===== config.mk =====
export PLATFORM = sky130hd
export DESIGN_NAME = ifetch_queue
export DESIGN_NICKNAME = d
export VERILOG_FILES = /design/src/rtl/ifetch_queue.sv
export SDC_FILE = /design/constraint.sdc
export NUM_CORES = 1
export LEC_CHECK = 0
export ABC_AREA = 0
export BUFFER_PORTS_ARGS = -buffer_cell sky130_fd_sc_hd__buf_2
export CAP_MARGIN = 20
export CORE_ASPECT_RATIO = 0.75
export CORE_MARGIN = 4
export CORE_UTILIZATION = 55
export CTS_CLUSTER_DIAMETER = 50
export DETAILED_ROUTE_END_ITERATION = 10
export HOLD_SLACK_MARGIN = 0.06
export PLACE_DENSITY = 0.73
export SYNTH_ARGS = -nofsm -noshare
export SYNTH_HDL_FRONTEND = slang
export SYNTH_SLANG_ARGS = --single-unit
export TNS_END_PERCENT = 100

===== constraint.sdc =====
create_clock -name clk -period 13.5 [get_ports clk]
set_input_delay 0.675 -clock clk [delete_from_list [all_inputs] [get_ports clk]]
set_output_delay 0.675 -clock clk [all_outputs]
set_load 0.005 [all_outputs]

===== src/rtl/ifetch_queue.sv =====
// Fetch queue between the PC and decode: issues imem reads under a credit limit,
// buffers returned words in order with their addresses, and discards fetches on flush.
module ifetch_queue #(
    parameter int unsigned FULLW   = 32,
    parameter int unsigned QDEPTH  = 4,
    parameter int unsigned MAX_OUT = 2
) (
    input  logic             clk,
    input  logic             reset,
    input  logic [FULLW-1:0] pc_addr,
    input  logic             pc_valid,
    output logic             pc_adv,
    input  logic             flush,
    output logic             imem_req,
    output logic [FULLW-1:0] imem_addr,
    input  logic             imem_gnt,
    input  logic             imem_rvalid,
    input  logic [FULLW-1:0] imem_rdata,
    output logic             inst_valid,
    input  logic             inst_ready,
    output logic [FULLW-1:0] inst_data,
    output logic [FULLW-1:0] inst_addr,
    output logic             proto_err
);

    localparam int unsigned QAW = (QDEPTH > 1) ? $clog2(QDEPTH) : 1;
    localparam int unsigned AAW = (MAX_OUT > 1) ? $clog2(MAX_OUT) : 1;
    localparam int unsigned CW  = $clog2(QDEPTH + 1);
    localparam int unsigned SW  = CW + 2;

    typedef struct packed {
        logic [FULLW-1:0] addr;
        logic [FULLW-1:0] data;
    } entry_t;

    entry_t           q_mem [QDEPTH];
    logic [QAW-1:0]   q_wr;
    logic [QAW-1:0]   q_rd;
    logic [CW-1:0]    occ;
    logic [CW-1:0]    occ_nxt;

    logic [FULLW-1:0] a_mem [MAX_OUT];
    logic [AAW-1:0]   a_wr;
    logic [AAW-1:0]   a_rd;

    logic [CW-1:0]    outstanding;
    logic [CW-1:0]    out_nxt;
    logic [CW-1:0]    drop;
    logic [CW-1:0]    drop_nxt;
    logic [SW-1:0]    in_flight;

    logic             rsp_drop;
    logic             rsp_take;
    logic             rsp_bad;
    logic             q_push;
    logic             q_pop;

    // Address FIFO depth need not be a power of two, so wrap explicitly.
    function automatic logic [AAW-1:0] a_inc(input logic [AAW-1:0] p);
        return (p == AAW'(MAX_OUT - 1)) ? '0 : p + 1'b1;
    endfunction

    // Request issue: bounded by outstanding limit and by free queue credit.
    always_comb begin
        in_flight = SW'(outstanding) + SW'(drop);
        imem_req  = reset & pc_valid & ~flush
                  & (in_flight < SW'(MAX_OUT))
                  & ((in_flight + SW'(occ)) < SW'(QDEPTH));
        imem_addr = pc_addr;
        pc_adv    = imem_req & imem_gnt;
    end

    // Head of queue presented straight from storage.
    always_comb begin
        inst_valid = (occ != '0);
        inst_addr  = inst_valid ? q_mem[q_rd].addr : '0;
        inst_data  = inst_valid ? q_mem[q_rd].data : '0;
    end

    // Responses owed to flushed requests are consumed before real ones.
    always_comb begin
        rsp_drop = imem_rvalid & (drop != '0);
        rsp_take = imem_rvalid & (drop == '0) & (outstanding != '0);
        rsp_bad  = imem_rvalid & (drop == '0) & (outstanding == '0);
        q_push   = rsp_take & ~flush;
        q_pop    = inst_valid & inst_ready & ~flush;
    end

    always_comb begin
        occ_nxt  = occ;
        out_nxt  = outstanding;
        drop_nxt = drop;
        if (flush) begin
            occ_nxt  = '0;
            out_nxt  = '0;
            drop_nxt = CW'(in_flight - SW'(imem_rvalid && (in_flight != '0)));
        end else begin
            if (q_push && !q_pop) begin
                occ_nxt = occ + 1'b1;
            end else if (!q_push && q_pop) begin
                occ_nxt = occ - 1'b1;
            end
            if (pc_adv && !rsp_take) begin
                out_nxt = outstanding + 1'b1;
            end else if (!pc_adv && rsp_take) begin
                out_nxt = outstanding - 1'b1;
            end
            if (rsp_drop) begin
                drop_nxt = drop - 1'b1;
            end
        end
    end

    always_ff @(posedge clk or negedge reset) begin
        if (!reset) begin
            occ         <= '0;
            outstanding <= '0;
            drop        <= '0;
            q_wr        <= '0;
            q_rd        <= '0;
            a_wr        <= '0;
            a_rd        <= '0;
            proto_err   <= 1'b0;
        end else begin
            occ         <= occ_nxt;
            outstanding <= out_nxt;
            drop        <= drop_nxt;
            if (rsp_bad) begin
                proto_err <= 1'b1;
            end
            if (flush) begin
                q_wr <= '0;
                q_rd <= '0;
                a_wr <= '0;
                a_rd <= '0;
            end else begin
                if (q_push) begin
                    q_wr <= q_wr + 1'b1;
                end
                if (q_pop) begin
                    q_rd <= q_rd + 1'b1;
                end
                if (pc_adv) begin
                    a_wr <= a_inc(a_wr);
                end
                if (rsp_take) begin
                    a_rd <= a_inc(a_rd);
                end
            end
        end
    end

    // Payload storage carries no reset; occupancy gates its visibility.
    always_ff @(posedge clk) begin
        if (q_push) begin
            q_mem[q_wr].addr <= a_mem[a_rd];
            q_mem[q_wr].data <= imem_rdata;
        end
        if (pc_adv) begin
            a_mem[a_wr] <= pc_addr;
        end
    end

endmodule


Word-level counts from Yosys, hierarchy flattened
Memory sizes are Yosys's and may differ from the RTL's.
Index checks and enable logic that the tools add are counted.
{ "totals": {"ram_bits": 320, "out_inout_bits": 100, "mem_count": 2, "romBits": 0, "inputBits": 71, "reg_bits": 16, "elab_cells": 83, "latch_bits": 0} }
{ "mem_list": {"columns": ["name", "depth", "word_bits", "read_ports", "rd_ports_with_merged_regs", "wr", "line_no", "source"], "rows": [
  ["q_mem", 4, 64, 1, 0, 1, "36", "entry_t q_mem [QDEPTH];"],
  ["a_mem", 2, 32, 1, 0, 1, "42", "logic [FULLW-1:0] a_mem [MAX_OUT];"]
]} }
{ "classes": {"n_shift": 0, "mul": 0, "eq_ne": 0, "n_div": 0, "muxes": 24, "magnitude_cmp": 2, "reduce_logical": 22, "addsub": 12, "n_bitwise": 13} }
{ "ops": {"columns": ["operator", "n"], "rows": [
  ["two-way mux 32 bit", 2],
  ["two-way mux 3 bit", 8],
  ["nonzero test 3 bit", 5],
  ["bitwise AND 1 bit", 12],
  ["two-way mux 1 bit", 10],
  ["nonzero test 2 bit", 5],
  ["subtractor 3 x 1 -> 3 bit, second input constant", 3],
  ["two-way mux 2 bit", 4],
  ["adder 3 x 1 -> 3 bit, second input constant", 2],
  ["zero test 3 bit", 2],
  ["adder 4 x 3 -> 5 bit", 1],
  ["logical AND 1 bit", 5],
  ["less-than comparator 5 x 3 -> 1 bit, second input constant", 1],
  ["nonzero test 5 bit", 1],
  ["adder 2 x 1 -> 2 bit, second input constant", 2],
  ["adder 3 x 3 -> 4 bit", 1],
  ["zero test 1 bit", 4],
  ["less-than comparator 4 x 2 -> 1 bit, second input constant", 1],
  ["subtractor 3 x 1 -> 3 bit", 1],
  ["adder 1 bit, second input constant", 2],
  ["inverter 1 bit", 1]
]} }

Logic depth before layout (Yosys ltp)
{ "logic_depth": {"word_depth": 10, "depth_mapped": 11, "mapped_depth_nobuf": 11} }

Worst setup path before layout
No wires, ideal clock.
{ "synth_timing": {"kind": "register to register", "start": "register outstanding[0]", "end": "memory a_mem[0][0] (enable)", "path_stages_with_launch": 8, "slack_ns": 7.843, "required_time_ns": 12.998, "n_path_buf": 0, "t_arrival_ns": 5.155, "setup_time_ns": 0.502, "path_cell_list": "dfrtp_1 ha_1 fa_1 xor2_1 ha_1 nor4b_1 nand3b_1 nor4_1"} }
{ "synth_between": {"elab_chain_cells": 7, "word_cells_on_any_way": 9, "classes_between": "add/sub (2); order compare (2); mux (2); bitwise (3)"} }
{ "synth_rtl": {"columns": ["element", "line_no", "source"], "rows": [
  ["start: declaration", "46", "logic [CW-1:0] outstanding;"],
  ["start signal: assignment", "126", "outstanding <= out_nxt;"],
  ["adder 3 x 3 -> 4 bit (*)", "65", "in_flight = SW'(outstanding) + SW'(drop);"],
  ["adder 4 x 3 -> 5 bit or less-than comparator 4 x 2 -> 1 bit (tied branches)", "68, 67", null],
  ["less-than comparator 5 x 3 -> 1 bit or bitwise AND 1 bit (tied branches)", "68, 67", null],
  ["bitwise AND 1 bit (*)", "68", "& ((in_flight + SW'(occ)) < SW'(QDEPTH));"],
  ["bitwise AND 1 bit (*)", "70", "pc_adv = imem_req & imem_gnt;"],
  ["two-way mux 1 bit (*)", "159", "if (pc_adv) begin"],
  ["two-way mux 1 bit (not written as such) (*)", "160", "a_mem[a_wr] <= pc_addr;"],
  ["end: declaration", "42", null]
]} }
Mark *: on every way between the ends. The rest lies on a longest branch, timed or not.

Final worst setup path
{ "layout_timing": {"start": "register outstanding[0]", "end": "output pc_adv"} }
{ "layout_between": {"elab_chain_cells": 5, "word_cells_on_any_way": 7, "classes_between": "add/sub (2); order compare (2); bitwise (3)"} }
{ "layout_rtl": {"columns": ["element", "line_no", "source"], "rows": [
  ["adder 3 x 3 -> 4 bit (*)", "65", null],
  ["adder 4 x 3 -> 5 bit or less-than comparator 4 x 2 -> 1 bit (tied branches)", "68, 67", null],
  ["less-than comparator 5 x 3 -> 1 bit or bitwise AND 1 bit (tied branches)", "68, 67", null],
  ["bitwise AND 1 bit (*)", "68", null],
  ["bitwise AND 1 bit (*)", "70", null],
  ["end: declaration", "12", "output logic pc_adv,"]
]} }
Marks and branches as above.

==> reports/metrics.csv <==
stage,metric,value,unit
synth,Async SR Flop Fraction,0.04762,
synth,most frequent cells after synthesis,"sky130_fd_sc_hd__edfxtp_1, sky130_fd_sc_hd__and2_1, sky130_fd_sc_hd__mux4_2, sky130_fd_sc_hd__mux2_2, sky130_fd_sc_hd__buf_4",
setup_path,Worst Setup Path Type,register to output port,
setup_path,crit path max fanout,5,
synth,Main synth FF type,sky130_fd_sc_hd__edfxtp_1,
power_and_ir_drop,Logic pwr share,0.231,
route,First-pass DRT Iterations,5,
power_and_ir_drop,"sum of internal, switching and leakage power",2.717,mW
synth,post-synth net total,745,
power_and_ir_drop,Pleak,5.362,nW
layout,post-route core utilization,0.6419,
synth,Mapped Cells,658,
timing,minimum clock period after layout,3.888,ns
clock_network,Post CTS Setup Buffer Count,0,
setup_path,Crit Reg-Reg Startpoint,outstanding[0],
route,first-iteration detailed-routing DRC count,359,
setup_path,Most common cell on crit path,sky130_fd_sc_hd__ha_1,
synth,number of synthesis warnings,0,
floorplan,Core Rows,49,
setup_path,Register-to-Register Setup Slack,9.77,ns
power_and_ir_drop,switching power share of the total,0.2650,
clock_network,number of sinks handled by clock tree synthesis,336,
synth,total of flip-flops plus latches after synthesis,336,
timing,Setup Total Neg Slack,0,ns
clock_network,clock tree from TritonCTS,done,
job,Max Cap Viol,0,
power_and_ir_drop,sequential share of power,0.440,
clock_network,H-tree depth,2,
global_routing,initial antenna violation count,0,
setup_path,startpoint type of the worst setup path,register,
setup_path,"slowest stage cell, crit path",sky130_fd_sc_hd__dfrtp_1,
timing,final worst-path cycle share,0.2880,
floorplan,number of top-level design ports,171,
setup_path,critical path endpoint category,output port,
clock_network,maximum clock insertion buffer count,3,
layout,sequential cell area in the final layout,10020,um2
synth,Post-Synthesis Mean Instance Area,20.24,um2
clock_network,Root Driver,sky130_fd_sc_hd__clkbuf_16,
power_and_ir_drop,internal power,1.997,mW
clock_network,number of CTS-inserted buffers,35,
outcome,run status,finished clean,
layout,Filler Cells Inserted,1629,
setup_path,chain of cells forming the critical path,ha_1 > fa_1 > xor2_1 > ha_1 > nor4b_1 > nand3b_1 > nor3_4 > buf_2,
clock_network,CTS-repair resized insts,0,
floorplan,total die area,26800,um2
hold_path,class of the tightest hold or removal check,input pin to asynchronous set/reset pin,
synth,most area-hungry cell type in the Yosys netlist,sky130_fd_sc_hd__edfxtp_1,
route,Routed Wire Length,24520,um
power_and_ir_drop,Clk network pwr share,0.329,
layout,Ant. Diodes,0,
synth,most instantiated library cell after synthesis,sky130_fd_sc_hd__edfxtp_1,
timing,Hold Slack,0.09949,ns
route,post-route ant nets,0,
timing,Layout Skew,0.01406,ns
timing,measured slew at the worst slew-check pin,1.073,ns
setup_path,Worst EP required,12.82,ns
placed_design,detailed-placement wirelength estimate,13790,um
clock_network,clock latency at the later pin of the worst-skew pair,0.50,ns
timing,final setup vio count,0,
floorplan,chip height,142.8,um
route,vias post-DR,6437,
timing,Slew Limit Headroom,0.2844,
power_and_ir_drop,power per standard cell area,177.1,nW/um2
synth,Synth cell types,40,
placed_design,placer's final routability congestion estimate,0.8266,
global_routing,maximum number of pins on one net before global-route repair,66,
synth,top cell type's share of synthesized area,0.7214,
floorplan,width of the die,187.7,um
setup_path,beginning of the critical path,outstanding[0],
route,via/cell ratio,5.656,
timing,fmax,0.2572,GHz
layout,Post-layout nets,897,
timing,RSZ-0062 raised after global routing,false,
floorplan,core region area,23910,um2
power_and_ir_drop,switching component of the power,0.7200,mW
clock_network,clock-pin slew on the worst setup and hold paths,0.06,ns
placed_design,placed insts,1078,
clock_network,number of hold buffers added after CTS,0,
layout,fraction of layout cells with a size suffix above 1,0.4002,
route,post-route DRC violation count,0,
setup_path,maximum single-stage delay on the critical path,0.42,ns
layout,multi-input combinational cell area,2943,um2
global_routing,total global-route track usage,0.1838,
placed_design,count of port buffers added during placement,170,
layout,synthesis-to-finish area growth,15.22,%
synth,share of synthesized area occupied by flip-flops and latches,0.7515,
global_routing,aggregate global routing overflow,0,
timing,number of pins exceeding their max-slew limit in the final report,0,
power_and_ir_drop,worst vdd rail ir drop,0.1210,mV
global_routing,number of global-route vias before repair,6843,
floorplan,starting utilization of the core area,0.5571,
timing,hold violation count in the final report,0,
setup_path,data arrival time at the worst-slack endpoint,3.21,ns
global_routing,first-pass GRT wire length,38060,um
synth,number of flops mapped to enable cells by yosys,320,
synth,post-synth design cell area,13320,um2
layout,Layout Cells excl Fill,1138,
synth,cells taking the most area after synthesis,"sky130_fd_sc_hd__edfxtp_1, sky130_fd_sc_hd__mux4_2, sky130_fd_sc_hd__and2_1",
route,Routed WL per cell,21.55,um
## power groups by stage
stage          sequential (mW)  clock [mW]  combinational [mW]
2_1_floorplan             1.19           0               0.408
3_3_place_gp              1.22           0               0.624
3_5_place_dp              1.22           0               0.632
4_1_cts                   1.20       0.914               0.637
5_1_grt                   1.20       0.960               0.700
6_report                  1.20       0.893               0.629
## critical path, delay by kind of cell, from the launching register on
family / cells / cell delay, ns
adder cells (fa/ha/maj): 3 / 0.93
buffers and inverters: 1 / 0.18
AND/OR/NAND/NOR: 3 / 0.87
flip-flops: 1 / 0.42
XOR/XNOR: 1 / 0.30
## cell usage in the layout, fill, tap and decap left out, types with 2 or more instances in the layout
cell	count
sky130_fd_sc_hd__a211oi_1	2
sky130_fd_sc_hd__a21oi_1	3
sky130_fd_sc_hd__and2_1	65
sky130_fd_sc_hd__and2_4	4
sky130_fd_sc_hd__buf_2	170
sky130_fd_sc_hd__buf_4	3
sky130_fd_sc_hd__clkbuf_1	7
sky130_fd_sc_hd__clkbuf_16	37
sky130_fd_sc_hd__clkinv_1	5
sky130_fd_sc_hd__clkinv_2	4
sky130_fd_sc_hd__clkinv_4	2
sky130_fd_sc_hd__dfrtp_1	13
sky130_fd_sc_hd__dfrtp_4	2
sky130_fd_sc_hd__edfxtp_1	320
sky130_fd_sc_hd__fa_1	3
sky130_fd_sc_hd__ha_1	13
sky130_fd_sc_hd__inv_1	10
sky130_fd_sc_hd__inv_6	3
sky130_fd_sc_hd__mux2_2	35
sky130_fd_sc_hd__mux4_2	64
sky130_fd_sc_hd__nand2_1	3
sky130_fd_sc_hd__nand3_1	4
sky130_fd_sc_hd__nand3b_1	2
sky130_fd_sc_hd__nor2_1	18
sky130_fd_sc_hd__nor3_1	2
sky130_fd_sc_hd__o21ai_0	2
sky130_fd_sc_hd__xnor2_1	8
sky130_fd_sc_hd__xor2_1	5
## cell type report
type / count / share of cell area
sequential: 336 / 0.6528
multi-input combinational: 253 / 0.1917
tap: 306 / 0.02495
clock inverter: 15 / 0.007337
inverter: 10 / 0.002446
clock buffer: 44 / 0.06204
timing repair buffer: 174 / 0.05870
## flip-flops by register name (all words and copies together) (netlist names)
signal	count
q_mem	256
a_mem	64
drop	3
occ	3
outstanding	3
q_rd	2
q_wr	2
a_rd	1
a_wr	1
proto_err	1
## final timing paths
check,endpoint,cells after the start
min in group clk,a_mem[0][13],1
worst min-delay path,q_wr[1],1
worst max-delay path,pc_adv,8
max in group asynchronous,q_rd[1],1
worst max register to register,a_mem[1][9],8
worst min register to register,proto_err,1
## layer usage
metal  track usage  wire length, um  vias to the layer above
met2        0.3092            12390                      213
met5             0                0                        -
li1              -                -                     2855
met4       0.04710              364                        0
met1        0.2517            10300                     3333
met3       0.03886             1472                       36
## cell families after synthesis
family,count (synthesis),synth area share
buffers and inverters,69,0.02893
adder cells (fa/ha/maj),16,0.01672
flip-flops,336,0.7515
AND/OR/NAND/NOR,111,0.04913
multiplexers,100,0.1385
XOR/XNOR,13,0.008548
AO/OA/AOI/OAI,13,0.006670
## metrics by stage
stage | worst slack (ns) | area (um2)
CTS | 9.580 | 15320
finish | 9.612 | 15350
floorplan | 7.843 | 13320
global placement | 9.903 | 14250
global route | 9.397 | 15350
detailed placement | 9.774 | 14250
No activity file was read; power rests on OpenSTA's default activity.
